## config.mk

```make
export PLATFORM = sky130hd
export DESIGN_NAME = sobel_frame_ctrl
export DESIGN_NICKNAME = d
export VERILOG_FILES = /design/src/rtl/sobel_frame_ctrl.sv
export SDC_FILE = /design/constraint.sdc
export NUM_CORES = 1
export LEC_CHECK = 0
export CORE_MARGIN = 2
export CORE_UTILIZATION = 35
export CTS_CLUSTER_DIAMETER = 60
export CTS_CLUSTER_SIZE = 28
export DETAILED_ROUTE_END_ITERATION = 12
export DONT_BUFFER_PORTS = 1
export GPL_TIMING_DRIVEN = 0
export SYNTH_ARGS = -nofsm -noshare
export SYNTH_HDL_FRONTEND = slang
export SYNTH_SLANG_ARGS = --single-unit
```

## constraint.sdc

```tcl
create_clock -name clock -period 2.6 [get_ports clock]
set_input_delay 0.78 -clock clock [delete_from_list [all_inputs] [get_ports clock]]
set_output_delay 0.78 -clock clock [all_outputs]
set_load 0.02 [all_outputs]
```

## src/rtl/sobel_frame_ctrl.sv

```systemverilog
// Frame sequencer for the Sobel edge core: window handshake, raster position, border flag and output framing.
// Optional stall counter enabled by defining SOBEL_FRAME_CTRL_STALL_CNT_EN.
module sobel_frame_ctrl #(
  parameter int COL_W = 10,
  parameter int ROW_W = 10,
  parameter int LAT   = 2
) (
  input  logic             clock,
  input  logic             reset,
  input  logic             start,
  input  logic [COL_W-1:0] width,
  input  logic [ROW_W-1:0] height,
  input  logic             in_valid,
  output logic             in_ready,
  output logic [COL_W-1:0] col,
  output logic [ROW_W-1:0] row,
  output logic             core_on_edge,
  output logic             out_valid,
  output logic             out_last,
  output logic             busy,
  output logic             frame_done,
  output logic             cfg_err,
  output logic [31:0]      stall_count
);

  localparam int DCW = $clog2(LAT + 1);

  typedef enum logic [1:0] {S_IDLE, S_RUN, S_DRAIN, S_DONE} state_t;

  state_t           r_state, w_next;
  logic [COL_W-1:0] r_width, r_col;
  logic [ROW_W-1:0] r_height, r_row;
  logic [DCW-1:0]   r_drain_cnt;
  logic [LAT:1]     r_pv, r_pl;
  logic [LAT-1:1]   r_pe;
  logic             r_cfg_err;
  logic             w_acc, w_cfg_bad, w_start_ok, w_col_end, w_row_end, w_edge, w_frame_end;

  assign w_cfg_bad   = (width < COL_W'(3)) || (height < ROW_W'(3));
  assign w_start_ok  = (r_state == S_IDLE) && start && !w_cfg_bad;
  assign w_col_end   = (r_col == r_width - COL_W'(1));
  assign w_row_end   = (r_row == r_height - ROW_W'(1));
  assign w_acc       = in_valid && in_ready;
  assign w_edge      = (r_col == '0) || w_col_end || (r_row == '0) || w_row_end;
  assign w_frame_end = w_acc && w_col_end && w_row_end;

  always_ff @(posedge clock) begin
    // NOTE: non-blocking so every register samples the pre-edge values of the others.
    if (reset) r_state <= S_IDLE;
    else       r_state <= w_next;
  end

  always_comb begin
    // NOTE: default assignment first so no path leaves w_next unassigned (no latch).
    w_next = r_state;
    case (r_state)
      S_IDLE:  if (w_start_ok) w_next = S_RUN;
      S_RUN:   if (w_frame_end) w_next = S_DRAIN;
      S_DRAIN: if (r_drain_cnt == DCW'(LAT - 1)) w_next = S_DONE;
      S_DONE:  w_next = S_IDLE;
      default: w_next = S_IDLE;
    endcase
  end

  always_comb begin
    in_ready   = 1'b0;
    busy       = 1'b0;
    frame_done = 1'b0;
    case (r_state)
      S_RUN:   begin in_ready = 1'b1; busy = 1'b1; end
      S_DRAIN: busy = 1'b1;
      S_DONE:  frame_done = 1'b1;
      default: ;
    endcase
  end

  // NOTE: frame geometry is always loaded by an accepted start before use, so it carries no reset.
  always_ff @(posedge clock) begin
    if (w_start_ok) begin
      r_width  <= width;
      r_height <= height;
    end
  end

  always_ff @(posedge clock) begin
    if (reset) begin
      r_col       <= '0;
      r_row       <= '0;
      r_drain_cnt <= '0;
      r_pv        <= '0;
      r_pe        <= '0;
      r_pl        <= '0;
      r_cfg_err   <= 1'b0;
    end else begin
      r_cfg_err   <= (r_state == S_IDLE) && start && w_cfg_bad;
      r_drain_cnt <= (r_state == S_DRAIN) ? r_drain_cnt + DCW'(1) : '0;
      // Bubbles shift in with valid=0 so downstream timing tracks the accept cycle.
      r_pv[1] <= w_acc;
      r_pe[1] <= w_acc && w_edge;
      r_pl[1] <= w_frame_end;
      for (int i = 2; i <= LAT; i++) begin
        r_pv[i] <= r_pv[i-1];
        r_pl[i] <= r_pl[i-1];
      end
      for (int i = 2; i < LAT; i++) r_pe[i] <= r_pe[i-1];
      if (w_start_ok) begin
        r_col <= '0;
        r_row <= '0;
      end else if (w_acc) begin
        if (w_col_end) begin
          r_col <= '0;
          r_row <= w_row_end ? '0 : r_row + ROW_W'(1);
        end else begin
          r_col <= r_col + COL_W'(1);
        end
      end
    end
  end

  assign col          = r_col;
  assign row          = r_row;
  assign cfg_err      = r_cfg_err;
  assign core_on_edge = r_pe[LAT-1] && r_pv[LAT-1];
  assign out_valid    = r_pv[LAT];
  assign out_last     = r_pl[LAT] && r_pv[LAT];

`ifdef SOBEL_FRAME_CTRL_STALL_CNT_EN
  logic [31:0] r_stall_cnt;

  always_ff @(posedge clock) begin
    if (reset || w_start_ok)
      r_stall_cnt <= '0;
    else if ((r_state == S_RUN) && !in_valid && (r_stall_cnt != 32'hFFFF_FFFF))
      r_stall_cnt <= r_stall_cnt + 32'd1;
  end

  assign stall_count = r_stall_cnt;
`else
  assign stall_count = '0;
`endif

endmodule

```

# Word level (Yosys, flattened, before mapping)
# Cells that the tools add are included.
# op_classes
addsub	5
n_lt_le_gt_ge	2
n_eq_ne	9
mux	9
bitwise_logic	1
n_reduce_logical	22
# ops
op	n
$add 10x1->10 const B	2
$eq 10x10->1	2
$logic_not 10->1	2
$lt 10x2->1 const B	2
$mux 10	2
$sub 10x1->10 const B	2
$logic_and 1x1->1	9
$pmux 2 s4	1
$mux 2	3
$ne 2x2->1 const B	3
$reduce_or 2->1	3
$eq 2x1->1 const B	2
$eq 2x2->1 const B	2
$logic_or 1x1->1	4
$mux 1	3
$reduce_and 3->1	1
$add 2x1->2 const B	1
$logic_not 2->1	1
$reduce_and 2->1	1
$logic_not 1->1	1
$not 1->1	1
# totals
regBits	50
input_bits	24
output_inout_bits	59
wordCells	58

# Longest topological paths before layout
# depth
word_depth	7
depth_mapped	10

# Least setup slack after synthesis
# Ideal clock, no wire load.
# synth_timing
path_kind	reg-to-reg
from	register r_width[2]
to	register r_row[4] (netlist: row[4])
setup_ns	0.132
arrival_ns	2.664
slack_ns	-0.197
path_stages_with_launch	9
path_buffers	1
period_less_slack_ns	2.797
path_cell_list	edfxtp_1 > or3_4 > or4_4 > a2111oi_4 > o2111ai_2 > or3_1 > buf_6 > o21ai_1 > a21oi_1
# synth_via
elab_chain_cells	3
# synth_lines
item	line_no	rtl
start: declaration	31	logic [COL_W-1:0] r_width, r_col;
start signal: assignment	80	r_width <= width;
$sub 10x1->10	41	assign w_col_end = (r_col == r_width - COL_W'(1));
$eq 10x10->1	41	
$reduce_and 2->1 (no line)	n/a	
end signal: assignment	112	r_row <= w_row_end ? '0 : r_row + ROW_W'(1);
end: declaration	32	logic [ROW_W-1:0] r_height, r_row;
# No other way between the ends.
# A chain may end at the register's enable or synchronous reset.

# Worst setup path after layout
# layout_timing
from	register r_width[3]
to	register r_row[6] (netlist: row[6])
# Same word-level chain as after synthesis.

==> run_results.csv <==
group,metric,value,unit
clock_network,clk_pin_slew,0.09,ns
floorplanning,fp.dieArea,0.00964,mm^2
setup_path,worstPathArrival,2.82,ns
setup_path,cp-end-kind,"flop",
global_routing,globalRouteOverflowTotal,0,
setup_path,setup.worst_path.end,"row[6]$_SDFFE_PP0P_",
clock_network,cts_hold_repair.buffers,0,
floorplanning,design.portCount,83,
synthesis,avgSynthCellArea,9.21,um^2
setup_path,crit_path_start,"r_width[3]$_DFFE_PP_",
global_routing,initial_antenna_violation_count,0,
synthesis,synth-async-reset-ratio,0,%
sta,final_hold_viol_count,0,
floorplanning,die_width,98.2,um
setup_path,timing.critical_path.fanout_max,10,
clock_network,cts-buffers-inserted,5,
placed_design,dp.final_hpwl,5050,um
setup_path,cp-start-kind,"flop",
sta,drv_slew,0,
clock_network,clock_latency,0.30,ns
clock_network,tritoncts,"built",
floorplanning,std_cell_rows,34,
setup_path,cp.required,2.77,ns
sta,postLayoutSetupSlackWorst,-0.0449,ns
setup_path,crit_type,"flop to flop",
clock_network,clockRootBuffer,"sky130_fd_sc_hd__clkbuf_8",
global_routing,gr_usage_total,14.2,%
clock_network,numClockSinks,50,
floorplanning,core_area,0.00868,mm^2
sta,layout_min_cycle_time,2.64,ns
setup_path,regToRegStartpoint,"r_width[3]$_DFFE_PP_",
routing,first_iter_violations,126,
synthesis,ff_latch_count_synth,50,
routing,drc_errors,0,
global_routing,grt_start_max_net_pins,22,
routing,via_count,2491,
status,outcome,"finished, violations left",
final_layout,number_of_fillers_in_the_final_layout,886,
placed_design,place_ws,-0.391,ns
routing,finalWirelength,6900,um
final_layout,count_of_antenna_diodes_in_the_layout,0,
routing,first_pass_iters,4,
hold_path,min_path_type,"flop to flop",
routing,vias_per_cell,4.96,
final_layout,nNetsFinal,428,
synthesis,synthCells,337,
floorplanning,floorplan.die.height,98.2,um
setup_path,setup.reg_to_reg.worst_slack,-0.04,ns
sta,final.hold.worst_slack,0.423,ns
sta,fmax,378,MHz
pwr,intPower,1.44,mW
pwr,comb_power_share,31.8,%
pwr,power_switching_share,34.7,%
synthesis,synth_top_flop_cell,"sky130_fd_sc_hd__dfxtp_1",
synthesis,yosysSeqAreaShare,38.7,%
clock_network,clockBufferDepth,2,
pwr,share_clk_of_total_power,21.4,%
final_layout,layout-drive-gt1-share,22.1,%
sta,rsz0062_at_grt,"yes",
routing,wl_per_cell,13.7,um
global_routing,wire_length_of_the_first_global_routing_pass,11300,um
run,drv_cap,0,
global_routing,via_count_of_the_first_global_routing_pass,2269,
status,failed_checks,"setup timing",
pwr,p_per_area,601,mW/mm^2
routing,route.antenna.remaining_nets,0,
floorplanning,initial_utilization,35.8,%
setup_path,timing.rr.end,"row[6]$_SDFFE_PP0P_",
sta,finalCritPeriodShare,102,%
placed_design,placement.io_buffers,0,
placed_design,final_weighted_congestion_in_routability_driven_placement,0.820,
sta,tightestPinTransition,0.974,ns
synthesis,synth_cell_types,60,
synthesis,yosys_warnings,0,
clock_network,htree_levels,2,
pwr,p_seq_share,46.8,%
final_layout,synthToLayoutAreaGrowth,18.1,%
pwr,cellLeakagePower,1.47,nW
pwr,vdd_drop_max,376,uV
setup_path,cell_count_of_the_worst_reg_to_reg_path,9,
pwr,net-switching-power,0.766,mW
sta,clock-skew-final,0.00768,ns
sta,finalSetupViolations,8,
synthesis,syn_area,0.00310,mm^2
synthesis,number_of_enable_flip_flop_cells_after_synthesis,20,
sta,maxSlewHeadroom,35.0,%
final_layout,utilization_after_layout,42.2,%
-- cells in the final DEF, fill, tap and decap left out, types with 6 or more instances in the layout --
master / instances
sky130_fd_sc_hd__nand4_1: 9
sky130_fd_sc_hd__nor4_1: 9
sky130_fd_sc_hd__nand2_1: 19
sky130_fd_sc_hd__inv_1: 14
sky130_fd_sc_hd__nor2b_1: 12
sky130_fd_sc_hd__nor2_1: 21
sky130_fd_sc_hd__dfxtp_1: 27
sky130_fd_sc_hd__buf_4: 48
sky130_fd_sc_hd__a21oi_1: 13
sky130_fd_sc_hd__xnor2_1: 15
sky130_fd_sc_hd__xor2_1: 15
sky130_fd_sc_hd__nand2b_1: 6
sky130_fd_sc_hd__edfxtp_1: 20
sky130_fd_sc_hd__nand3_1: 10
sky130_fd_sc_hd__conb_1: 32
sky130_fd_sc_hd__and3_1: 9
sky130_fd_sc_hd__ha_1: 10
sky130_fd_sc_hd__clkbuf_8: 6
-- layout make-up --
type	count	area (um^2)	share of cell area, %
inverter	14	52.6	1.43
timing repair buffer	18	143	3.89
clock inverter	2	12.5	0.341
tap	108	135	3.69
multi-input combinational	262	1730	47.2
buffer	42	302	8.23
clock buffer	6	82.6	2.25
sequential	50	1210	32.9
-- cell usage after synthesis (all sizes together), types with 7 or more instances --
| master | count | area [um^2] |
|---|---|---|
| edfxtp | 20 | 601 |
| nand3 | 11 | 55.1 |
| buf | 35 | 260 |
| nor2b | 12 | 75.1 |
| clkbuf | 7 | 26.3 |
| xor2 | 15 | 131 |
| inv | 14 | 52.6 |
| nand4 | 9 | 56.3 |
| nor4 | 10 | 68.8 |
| ha | 11 | 138 |
| nand2 | 20 | 75.1 |
| and3 | 9 | 56.3 |
| nor3 | 8 | 56.3 |
| xnor2 | 15 | 131 |
| o21ai | 13 | 68.8 |
| a21oi | 13 | 65.1 |
| dfxtp | 30 | 601 |
| nor2 | 22 | 82.6 |
-- metal layers --
layer  GRT usage, %  routed length [um]
met5              0                   0
met4           4.21                 106
met3           2.43                 347
met2           24.0                3270
met1           18.6                3170
-- worst min path at each step --
| stage | start | endpoint | slack, ns | cells past startpoint |
|---|---|---|---|---|
| 6_report | r_drain_cnt[0]$_SDFF_PP0_ | r_drain_cnt[0]$_SDFF_PP0_ | 0.42 | 1 |
| 5_1_grt | r_drain_cnt[0]$_SDFF_PP0_ | r_drain_cnt[0]$_SDFF_PP0_ | 0.44 | 1 |
| 2_1_floorplan | r_drain_cnt[0]$_SDFF_PP0_ | r_drain_cnt[0]$_SDFF_PP0_ | 0.40 | 1 |
| 3_5_place_dp | r_drain_cnt[0]$_SDFF_PP0_ | r_drain_cnt[0]$_SDFF_PP0_ | 0.42 | 1 |
| 3_3_place_gp | r_drain_cnt[0]$_SDFF_PP0_ | r_drain_cnt[0]$_SDFF_PP0_ | 0.41 | 1 |
| 4_1_cts | r_drain_cnt[0]$_SDFF_PP0_ | r_drain_cnt[0]$_SDFF_PP0_ | 0.43 | 1 |
-- worst max-delay path, stage by stage, from the launching register on --
cell	delay, ns
sky130_fd_sc_hd__edfxtp_1	0.43
sky130_fd_sc_hd__or3_4	0.39
sky130_fd_sc_hd__buf_4	0.16
sky130_fd_sc_hd__or4_1	0.51
sky130_fd_sc_hd__nand4_1	0.15
sky130_fd_sc_hd__o2111ai_2	0.16
sky130_fd_sc_hd__or3_1	0.35
sky130_fd_sc_hd__buf_6	0.16
sky130_fd_sc_hd__o21ai_1	0.14
sky130_fd_sc_hd__a21oi_1	0.08
-- timing repair --
action	4_1_cts	5_1_grt
pin swaps	7	6
endpoints found under the setup margin	23	23
resized for setup	8	16
buffers inserted	12	6
-- stage by stage --
| step | area (um^2) | TNS (ns) | cells | power (mW) |
|---|---|---|---|---|
| after floorplan | 3230 | 0 | 368 | 1.56 |
| after CTS | 3570 | -0.337 | 496 | 2.19 |
| after global placement | 3360 | -12.40 | 476 | 1.66 |
| final | 3660 | -0.211 | 502 | 2.20 |
| after detailed placement | 3370 | -7.39 | 476 | 1.68 |
| after global routing | 3660 | -2.56 | 502 | 2.34 |
-- cell families after synthesis --
kind of cell / after synthesis / synth area share, %
AO/OA/AOI/OAI: 54 / 12.1
AND/OR/NAND/NOR: 132 / 24.3
flip-flops: 50 / 38.7
buffers and inverters: 56 / 10.9
XOR/XNOR: 30 / 8.46
other: 1 / 0.121
multiplexers: 3 / 0.967
adder cells (fa/ha/maj): 11 / 4.43
-- power by group through the flow --
stage	combinational (mW)	clock (mW)	sequential [mW]
4_1_cts	0.665	0.491	1.03
6_report	0.701	0.473	1.03
3_3_place_gp	0.605	0	1.06
5_1_grt	0.779	0.517	1.05
2_1_floorplan	0.529	0	1.03
3_5_place_dp	0.619	0	1.06
-- state kept, by name, indices dropped and copies added (netlist names) --
signal and flops:
r_state 2, r_drain_cnt 2, r_pl 2, row 10, cfg_err 1, col 10
r_pe 1, r_height 10, r_pv 2, r_width 10
Note: power is estimated with default switching activity, not from simulation.
